**config.mk**
```make
export PLATFORM = sky130hd
export DESIGN_NAME = led_pattern_engine
export DESIGN_NICKNAME = d
export VERILOG_FILES = /design/src/rtl/led_pattern_engine.sv
export SDC_FILE = /design/constraint.sdc
export NUM_CORES = 1
export LEC_CHECK = 0
export BUFFER_PORTS_ARGS = -buffer_cell sky130_fd_sc_hd__buf_4
export CORE_AREA = 2 2 154 156
export CTS_CLUSTER_DIAMETER = 50
export CTS_CLUSTER_SIZE = 30
export DETAILED_ROUTE_END_ITERATION = 8
export DIE_AREA = 0 0 156 158
export PLACE_DENSITY = 0.67
export SYNTH_ARGS = -nofsm -noshare
export SYNTH_HDL_FRONTEND = slang
export SYNTH_SLANG_ARGS = --single-unit
```
**constraint.sdc**
```tcl
create_clock -name CLOCK_50 -period 5.87 [get_ports CLOCK_50]
set_input_delay 0.8805 -clock CLOCK_50 [delete_from_list [all_inputs] [get_ports CLOCK_50]]
set_output_delay 0.8805 -clock CLOCK_50 [all_outputs]
set_load 0.1 [all_outputs]
```
**src/rtl/led_pattern_engine.sv**
```systemverilog
// LED pattern engine: debounced push-button control of a run-time adjustable blink
// divider, driving four auto-cycled (or held) display modes on the green/red LED bars.
`timescale 1ns/1ps
module led_pattern_engine #(
    parameter int unsigned CNT_W            = 32,
    parameter int unsigned N_GREEN          = 8,
    parameter int unsigned N_RED            = 10,
    parameter int unsigned TICK_INIT        = 25000000,
    parameter int unsigned TICK_STEP        = 12500000,
    parameter int unsigned TICK_MIN         = 12500000,
    parameter int unsigned TICK_MAX         = 250000000,
    parameter int unsigned TOGGLES_PER_MODE = 6,
    parameter int unsigned DEB_CYCLES       = 500000
) (
    input  logic               CLOCK_50,
    input  logic               RESET_N,
    input  logic [3:0]         KEY,
    output logic [N_GREEN-1:0] LEDG,
    output logic [N_RED-1:0]   LEDR,
    output logic [1:0]         MODE,
    output logic               HOLD
);

    localparam int unsigned N_LED = N_GREEN + N_RED;
    localparam int unsigned POS_W = $clog2(N_LED);
    localparam int unsigned TOG_W = $clog2(TOGGLES_PER_MODE + 1);
    localparam int unsigned DEB_W = $clog2(DEB_CYCLES + 1);

    localparam logic [CNT_W-1:0] TickInit    = CNT_W'(TICK_INIT);
    localparam logic [CNT_W-1:0] TickStep    = CNT_W'(TICK_STEP);
    localparam logic [CNT_W-1:0] TickMin     = CNT_W'(TICK_MIN);
    localparam logic [CNT_W-1:0] TickMax     = CNT_W'(TICK_MAX);
    // Clamp thresholds precomputed so the period arithmetic can never wrap
    localparam logic [CNT_W-1:0] DecFloor    = CNT_W'(TICK_MIN + TICK_STEP);
    localparam logic [CNT_W-1:0] IncCeil     = CNT_W'(TICK_MAX - TICK_STEP);
    localparam logic [POS_W-1:0] PosLast     = POS_W'(N_LED - 1);
    localparam logic [TOG_W-1:0] TogLast     = TOG_W'(TOGGLES_PER_MODE - 1);
    localparam logic [DEB_W-1:0] DebLast     = DEB_W'(DEB_CYCLES - 1);

    // Key path state
    logic [3:0]       sync1_q, sync2_q;
    logic [3:0]       deb_q, deb_d;
    logic [3:0]       deb_dly_q;
    logic [DEB_W-1:0] deb_cnt_q [4];
    logic [DEB_W-1:0] deb_cnt_d [4];
    logic [3:0]       press;

    // Core state
    logic [CNT_W-1:0]  cnt_q, cnt_d;
    logic [CNT_W-1:0]  period_q, period_d;
    logic              phase_q, phase_d;
    logic [1:0]        mode_q, mode_d;
    logic [TOG_W-1:0]  tog_q, tog_d;
    logic [POS_W-1:0]  pos_q, pos_d;
    logic              hold_q, hold_d;
    logic              tick;

    // Registered outputs
    logic [N_GREEN-1:0] ledg_q, ledg_d;
    logic [N_RED-1:0]   ledr_q, ledr_d;
    logic [1:0]         mode_o_q;
    logic               hold_o_q;
    logic [N_LED-1:0]   chase;

    // Debounce: accept a new level once it has differed for DEB_CYCLES consecutive samples
    always_comb begin
        for (int i = 0; i < 4; i++) begin
            deb_d[i]     = deb_q[i];
            deb_cnt_d[i] = '0;
            if (sync2_q[i] != deb_q[i]) begin
                if (deb_cnt_q[i] == DebLast) begin
                    deb_d[i] = sync2_q[i];
                end else begin
                    deb_cnt_d[i] = deb_cnt_q[i] + 1'b1;
                end
            end
        end
        // Active-low keys: a press is a debounced 1->0 edge
        press = deb_dly_q & ~deb_q;
    end

    // Key synchroniser, debounce and edge-detect registers
    always_ff @(posedge CLOCK_50 or negedge RESET_N) begin
        if (!RESET_N) begin
            sync1_q   <= '1;
            sync2_q   <= '1;
            deb_q     <= '1;
            deb_dly_q <= '1;
            for (int i = 0; i < 4; i++) begin
                deb_cnt_q[i] <= '0;
            end
        end else begin
            sync1_q   <= KEY;
            sync2_q   <= sync1_q;
            deb_q     <= deb_d;
            deb_dly_q <= deb_q;
            for (int i = 0; i < 4; i++) begin
                deb_cnt_q[i] <= deb_cnt_d[i];
            end
        end
    end

    // Divider, period adjust, mode sequencing and output decode
    always_comb begin
        tick  = (cnt_q >= period_q);
        cnt_d = tick ? '0 : cnt_q + 1'b1;

        period_d = period_q;
        if (press[2]) begin
            period_d = TickInit;
        end else if (press[1]) begin
            period_d = (period_q < DecFloor) ? TickMin : period_q - TickStep;
        end else if (press[0]) begin
            period_d = (period_q > IncCeil) ? TickMax : period_q + TickStep;
        end

        hold_d  = hold_q ^ press[3];
        phase_d = phase_q;
        mode_d  = mode_q;
        tog_d   = tog_q;
        pos_d   = pos_q;
        if (tick) begin
            phase_d = ~phase_q;
            if (mode_q == 2'd3) begin
                pos_d = (pos_q == PosLast) ? '0 : pos_q + 1'b1;
            end
            if (hold_q) begin
                tog_d = '0;
            end else if (tog_q == TogLast) begin
                tog_d   = '0;
                mode_d  = mode_q + 1'b1;
                phase_d = 1'b0;
                if (mode_q == 2'd2) begin
                    pos_d = '0;
                end
            end else begin
                tog_d = tog_q + 1'b1;
            end
        end

        chase = N_LED'(1) << pos_q;
        unique case (mode_q)
            2'd0: begin
                ledg_d = {N_GREEN{phase_q}};
                ledr_d = '0;
            end
            2'd1: begin
                ledg_d = '0;
                ledr_d = {N_RED{phase_q}};
            end
            2'd2: begin
                ledg_d = {N_GREEN{phase_q}};
                ledr_d = {N_RED{phase_q}};
            end
            2'd3: begin
                ledg_d = chase[N_GREEN-1:0];
                ledr_d = chase[N_LED-1:N_GREEN];
            end
        endcase
    end

    // Core state and registered outputs
    always_ff @(posedge CLOCK_50 or negedge RESET_N) begin
        if (!RESET_N) begin
            cnt_q    <= '0;
            period_q <= TickInit;
            phase_q  <= 1'b0;
            mode_q   <= 2'd0;
            tog_q    <= '0;
            pos_q    <= '0;
            hold_q   <= 1'b0;
            ledg_q   <= '0;
            ledr_q   <= '0;
            mode_o_q <= 2'd0;
            hold_o_q <= 1'b0;
        end else begin
            cnt_q    <= cnt_d;
            period_q <= period_d;
            phase_q  <= phase_d;
            mode_q   <= mode_d;
            tog_q    <= tog_d;
            pos_q    <= pos_d;
            hold_q   <= hold_d;
            ledg_q   <= ledg_d;
            ledr_q   <= ledr_d;
            mode_o_q <= mode_q;
            hold_o_q <= hold_q;
        end
    end

    assign LEDG = ledg_q;
    assign LEDR = ledr_q;
    assign MODE = mode_o_q;
    assign HOLD = hold_o_q;

endmodule

```
Word-level counts from Yosys, hierarchy flattened

Cells that the tools add are included.

Order comparisons: 3
Muxes and demuxes: 25
Shift operators: 1
Eq/ne operators: 13
Bitwise operators: 5
$add $sub $neg: 10
Reduce and logical (&&, ||, !) cells: 9

Operators by type and width:

| operator               | count |
|---|---|
| $mux 32                | 6 |
| $mux 19                | 8 |
| $add 19x1->19 const B  | 4 |
| $eq 19x19->1 const B   | 4 |
| $add 32x1->32 const B  | 1 |
| $add 32x24->32 const B | 1 |
| $ge 32x32->1           | 1 |
| $gt 32x28->1 const B   | 1 |
| $lt 32x25->1 const B   | 1 |
| $sub 32x24->32 const B | 1 |
| $pmux 10 s3            | 1 |
| $mux 5                 | 5 |
| $pmux 8 s3             | 1 |
| $shl 1x5->18 const A   | 1 |
| $reduce_and 2->1       | 4 |
| $mux 3                 | 2 |
| $add 5x1->5 const B    | 1 |
| $eq 5x5->1 const B     | 1 |
| $and 4x4->4            | 1 |
| $eq 2x2->1 const B     | 2 |
| $ne 1x1->1             | 4 |
| $not 4->4              | 1 |
| $reduce_or 2->1        | 2 |
| $add 3x1->3 const B    | 1 |
| 9 further kinds        | 11 |

Register bits after elaboration: 189
Logic and storage cells: 88
Input bits: 6
Output and inout port bits: 21

Depth between registers and ports, before layout

Word-level depth: 6
Gate-level depth with buffers: 11
Mapped depth without buffers: 9

Worst setup path after synthesis

OpenSTA, ideal clock, no wires.

Path type: reg2reg
Start point: register period_q[25]
End point: register cnt_q[10]
Required time: 5798 ps
Library setup time: 72 ps
Period minus slack after synthesis: 2749 ps
Stages on the path, launching flop included: 12
Path buffers: 2
Setup slack: 3121 ps
Data arrival time: 2677 ps
Cell sequence: dfrtp_1 > buf_1 > inv_1 > ha_1 > a21o_1 > a21o_1 > a21oi_1 > o21ai_0 > a221oi_2 > nand2_1 > clkbuf_1 > nor2_1

Word-level cells in the longest chain between the ends: 2

RTL lines:

| element                  | RTL line | text |
|---|---|---|
| start: declaration       | 50       | `logic [CNT_W-1:0] period_q, period_d;` |
| start signal: assignment | 166      | `period_q <= TickInit;` |
| start signal: assignment | 178      | `period_q <= period_d;` |
| $ge 32x32->1             | 105      | `tick = (cnt_q >= period_q);` |
| $mux 32                  | 106      | `cnt_d = tick ? '0 : cnt_q + 1'b1;` |
| via cnt_d[10]            | 49       | `logic [CNT_W-1:0] cnt_q, cnt_d;` |
| end signal: assignment   | 177      | `cnt_q <= cnt_d;` |
| end: declaration         | 49       |  |

The timed path passes the listed nets, and every way through them passes these cells.
A chain may end at the register's enable or synchronous reset.

Final worst setup path

Start point: register period_q[25]
End point: register pos_q[1]

Word-level cells in the longest chain between the ends: 1

RTL lines:

| element                | RTL line | text |
|---|---|---|
| $ge 32x32->1           | 105      |  |
| end signal: assignment | 182      | `pos_q <= pos_d;` |
| end: declaration       | 54       | `logic [POS_W-1:0] pos_q, pos_d;` |

Every way passes these cells.

==> summary.md <==
| Metric | Value |
|---|---|
| Netlist cell types | `77` |
| Number of CTS-inserted buffers | `17` |
| Min Hold Slack | `0.356 ns` |
| Die Span X | `156 um` |
| Most numerous cell on the critical path | `a21o_1` |
| PostCTS Resize Cnt | `0` |
| Cell area after synthesis | `0.0104 mm^2` |
| Die ar. | `0.0246 mm^2` |
| Initial core utilization | `0.450` |
| Row count | `56` |
| CP cell instances | `inv_1 > ha_1 > a21o_1 > a21o_1 > a21oi_1 > o21ai_0 > a221oi_2 > nand2_1 > a32o_1` |
| GR Overflow Total | `0` |
| Cells after Synth | `1119` |
| CTS tree | `built` |
| Wire length of the first global-routing pass | `38500 um` |
| WL final | `22500 um` |
| Power Density | `218 mW/mm^2` |
| ANT cells | `0` |
| Remaining DRCs | `0` |
| Worst endpoint required time | `6.18 ns` |
| Critical path class | `reg2reg` |
| Synth warn | `0` |
| Internal power | `1900 uW` |
| Root Buffer | `clkbuf_16` |
| Area growth syn-to-layout | `9.77%` |
| CTS sink cnt | `184` |
| Worst slew pin tran | `1.13 ns` |
| Tcrit/Tclk final | `0.647` |
| Max-Cap Viols | `0` |
| Core area | `0.0231 mm^2` |
| Vias in the first global route | `7650` |
| Post-route ant nets | `0` |
| Clock power frac | `0.461` |
| Synth area leader | `dfrtp_1` |
| Worst setup EP type | `register` |
| Antenna violations before repair | `0` |
| CTS Hold Bufs | `0` |
| Via Count | `8121` |
| Fmax | `263 MHz` |
| CTS max path bufs | `2` |
| Most frequent cells after synthesis | `dfrtp_1 (156), nor2_1 (154), nand2_1 (90)` |
| Clk slew on worst S/H paths | `0.07 ns` |
| Nets | `1178` |
| DRT iter0 DRCs | `612` |
| Crit start category | `register` |
| # setup viols final | `0` |
| Leak | `0.00476 uW` |
| Largest net degree at the start of global routing | `73` |
| Top Ports | `27` |
| HPWL after DPL | `15600 um` |
| Max-slew violations | `0` |
| Fill cells | `2113` |
| RD Place Congestion | `0.947` |
| Worst Path Arrival | `4.11 ns` |
| Via density | `5.68` |
| Avg Synthesized Cell Area | `9.28 um^2` |
| Share of cells above drive strength 1 | `0.110` |
| Post-synth ARST share | `1.00` |
| CTS H-tree depth | `4` |
| Syn_nets | `1170` |
| Min Tclk post-route | `3.80 ns` |
| Post-synth EDFFs | `0` |
| Worst path max stage delay | `0.83 ns` |
| TNS Setup | `0 ns` |
| Final worst slack | `2.07 ns` |
| Relative slew slack | `0.244` |
| Post-synth top area share | `0.376` |
| Yosys reg bits | `184` |
| Fin util | `0.494` |
| Most common cell in the netlist | `dfrtp_1` |
| Unrepaired setup endpoints after global routing | `false` |
| Combinational fraction of design power | `0.020` |
| CP max-delay cell | `nand2_1` |
| Status | `complete, no violations` |
| Drt first pass iters | `6` |
| Top cells by area, synth | `dfrtp_1 (38%), dfstp_2 (7.1%), nor2_1 (5.6%)` |
| Skew-Pair Late Insertion Delay | `0.43 ns` |
| Hold Crit Class | `reg2reg` |
| Crit Path Max Fanout | `35` |
| IO buf count | `26` |
| Final hold violations | `0` |
| Clock Skews | `0.0153 ns` |
| Worst vdd ir | `205 uV` |
| WL per Instance | `15.7 um` |
| Post-place setup slack | `2.09 ns` |
| Total GRT Usage | `0.193` |
| Seq pwr share | `0.519` |
| Sequential fraction of the synthesis area | `0.447` |
| Die H | `158 um` |
| NetSw | `585 uW` |
| Post-CTS setup buffers | `0` |
| Sw Share | `0.236` |
| Most common flop cell mapped by yosys | `dfrtp_1` |
[critical path, delay by kind of cell, from the launching register on]
family	cells	cell delay, ns
AOI/OAI and AO/OA	6	1.76
and+or+nand+nor	1	0.83
DFF	1	0.61
adders and majority gates	1	0.32
buffers and inverters	1	0.15
[cell type report]
| class | instances | area, um^2 | area share |
|---|---|---|---|
| Clock buffer | 18 | 429 | 0.0377 |
| Inverter | 45 | 169 | 0.0148 |
| Sequential cell | 184 | 4640 | 0.407 |
| Timing Repair Buffer | 31 | 239 | 0.0210 |
| Tap cell | 290 | 363 | 0.0318 |
| Clock inverter | 14 | 156 | 0.0137 |
| Multi-Input combinational cell | 848 | 5400 | 0.474 |
[cells by family (layout without fill, tap and decap cells)]
logic type / after synthesis / after routing / synth area share
adder cells (fa/ha/maj): 45 / 45 / 0.0542
AO/OA/AOI/OAI: 196 / 196 / 0.131
flip-flops: 184 / 184 / 0.447
XOR/XNOR: 117 / 117 / 0.0987
AND/OR/NAND/NOR: 484 / 484 / 0.230
multiplexers: 6 / 6 / 0.00639
buffers and inverters: 87 / 108 / 0.0331
[metal layers]
layer  GRT usage  vias up  wire length (um)
li1            -     3960                 -
met4      0.0585        0               321
met2       0.298      240             10300
met5           0        -                 0
met1       0.276     3888             10600
met3      0.0364       33              1320
[flip-flops by register name, indices dropped and copies added, names as in the netlist]
| register | cells |
|---|---|
| pos_q | 5 |
| cnt_q | 32 |
| sync2_q | 4 |
| MODE | 2 |
| period_q | 27 |
| phase_q | 1 |
| LEDR | 10 |
| mode_q | 2 |
| hold_q | 1 |
| deb_dly_q | 4 |
| tog_q | 3 |
| deb_q | 4 |
| deb_cnt_q | 76 |
| LEDG | 8 |
| sync1_q | 4 |
| HOLD | 1 |
[layout by cell type, fill, tap and decap left out, types with 11 or more instances in the layout]
cell type,count
buf_4,30
and3_1,17
nand2b_1,11
nor3_1,24
a21oi_1,59
or3_1,13
inv_1,43
a31oi_1,13
nor2_1,154
dfrtp_1,156
nor2b_1,16
o21ai_0,39
and4_1,12
nand4_1,39
xor2_1,52
xnor2_1,65
nand2_1,90
clkbuf_16,17
ha_1,45
dfstp_2,28
nor4_1,18
nand3_1,62
[worst paths after layout]
path                                     end  cells past startpoint         start  slack (ns)
worst max-delay path                pos_q[1]                      9  period_q[25]        2.07
worst min-delay path              sync2_q[0]                      0    sync1_q[0]        0.36
worst max register to register      pos_q[1]                      9  period_q[25]        2.07
worst min register to register    sync2_q[0]                      0    sync1_q[0]        0.36
max in group asynchronous       period_q[28]                      2       RESET_N        4.13
min in group asynchronous            LEDR[4]                      1       RESET_N        0.44
[power by group through the flow]
stage / registers, uW / clock network, uW / logic (uW)
6_report: 1290 / 1140 / 49.2
5_1_grt: 1290 / 1230 / 59.0
4_1_cts: 1290 / 1180 / 52.6
3_5_place_dp: 1310 / 0 / 52.4
3_3_place_gp: 1310 / 0 / 51.7
2_1_floorplan: 1310 / 0 / 19.5
[stage by stage]
step	cells	instance area, um^2	total power, uW
global placement	1398	10800	1360
detailed placement	1398	10800	1360
global route	1430	11400	2580
floorplan	1119	10400	1330
CTS	1430	11400	2520
finish	1430	11400	2480
Note: power is estimated with default switching activity, not from simulation.
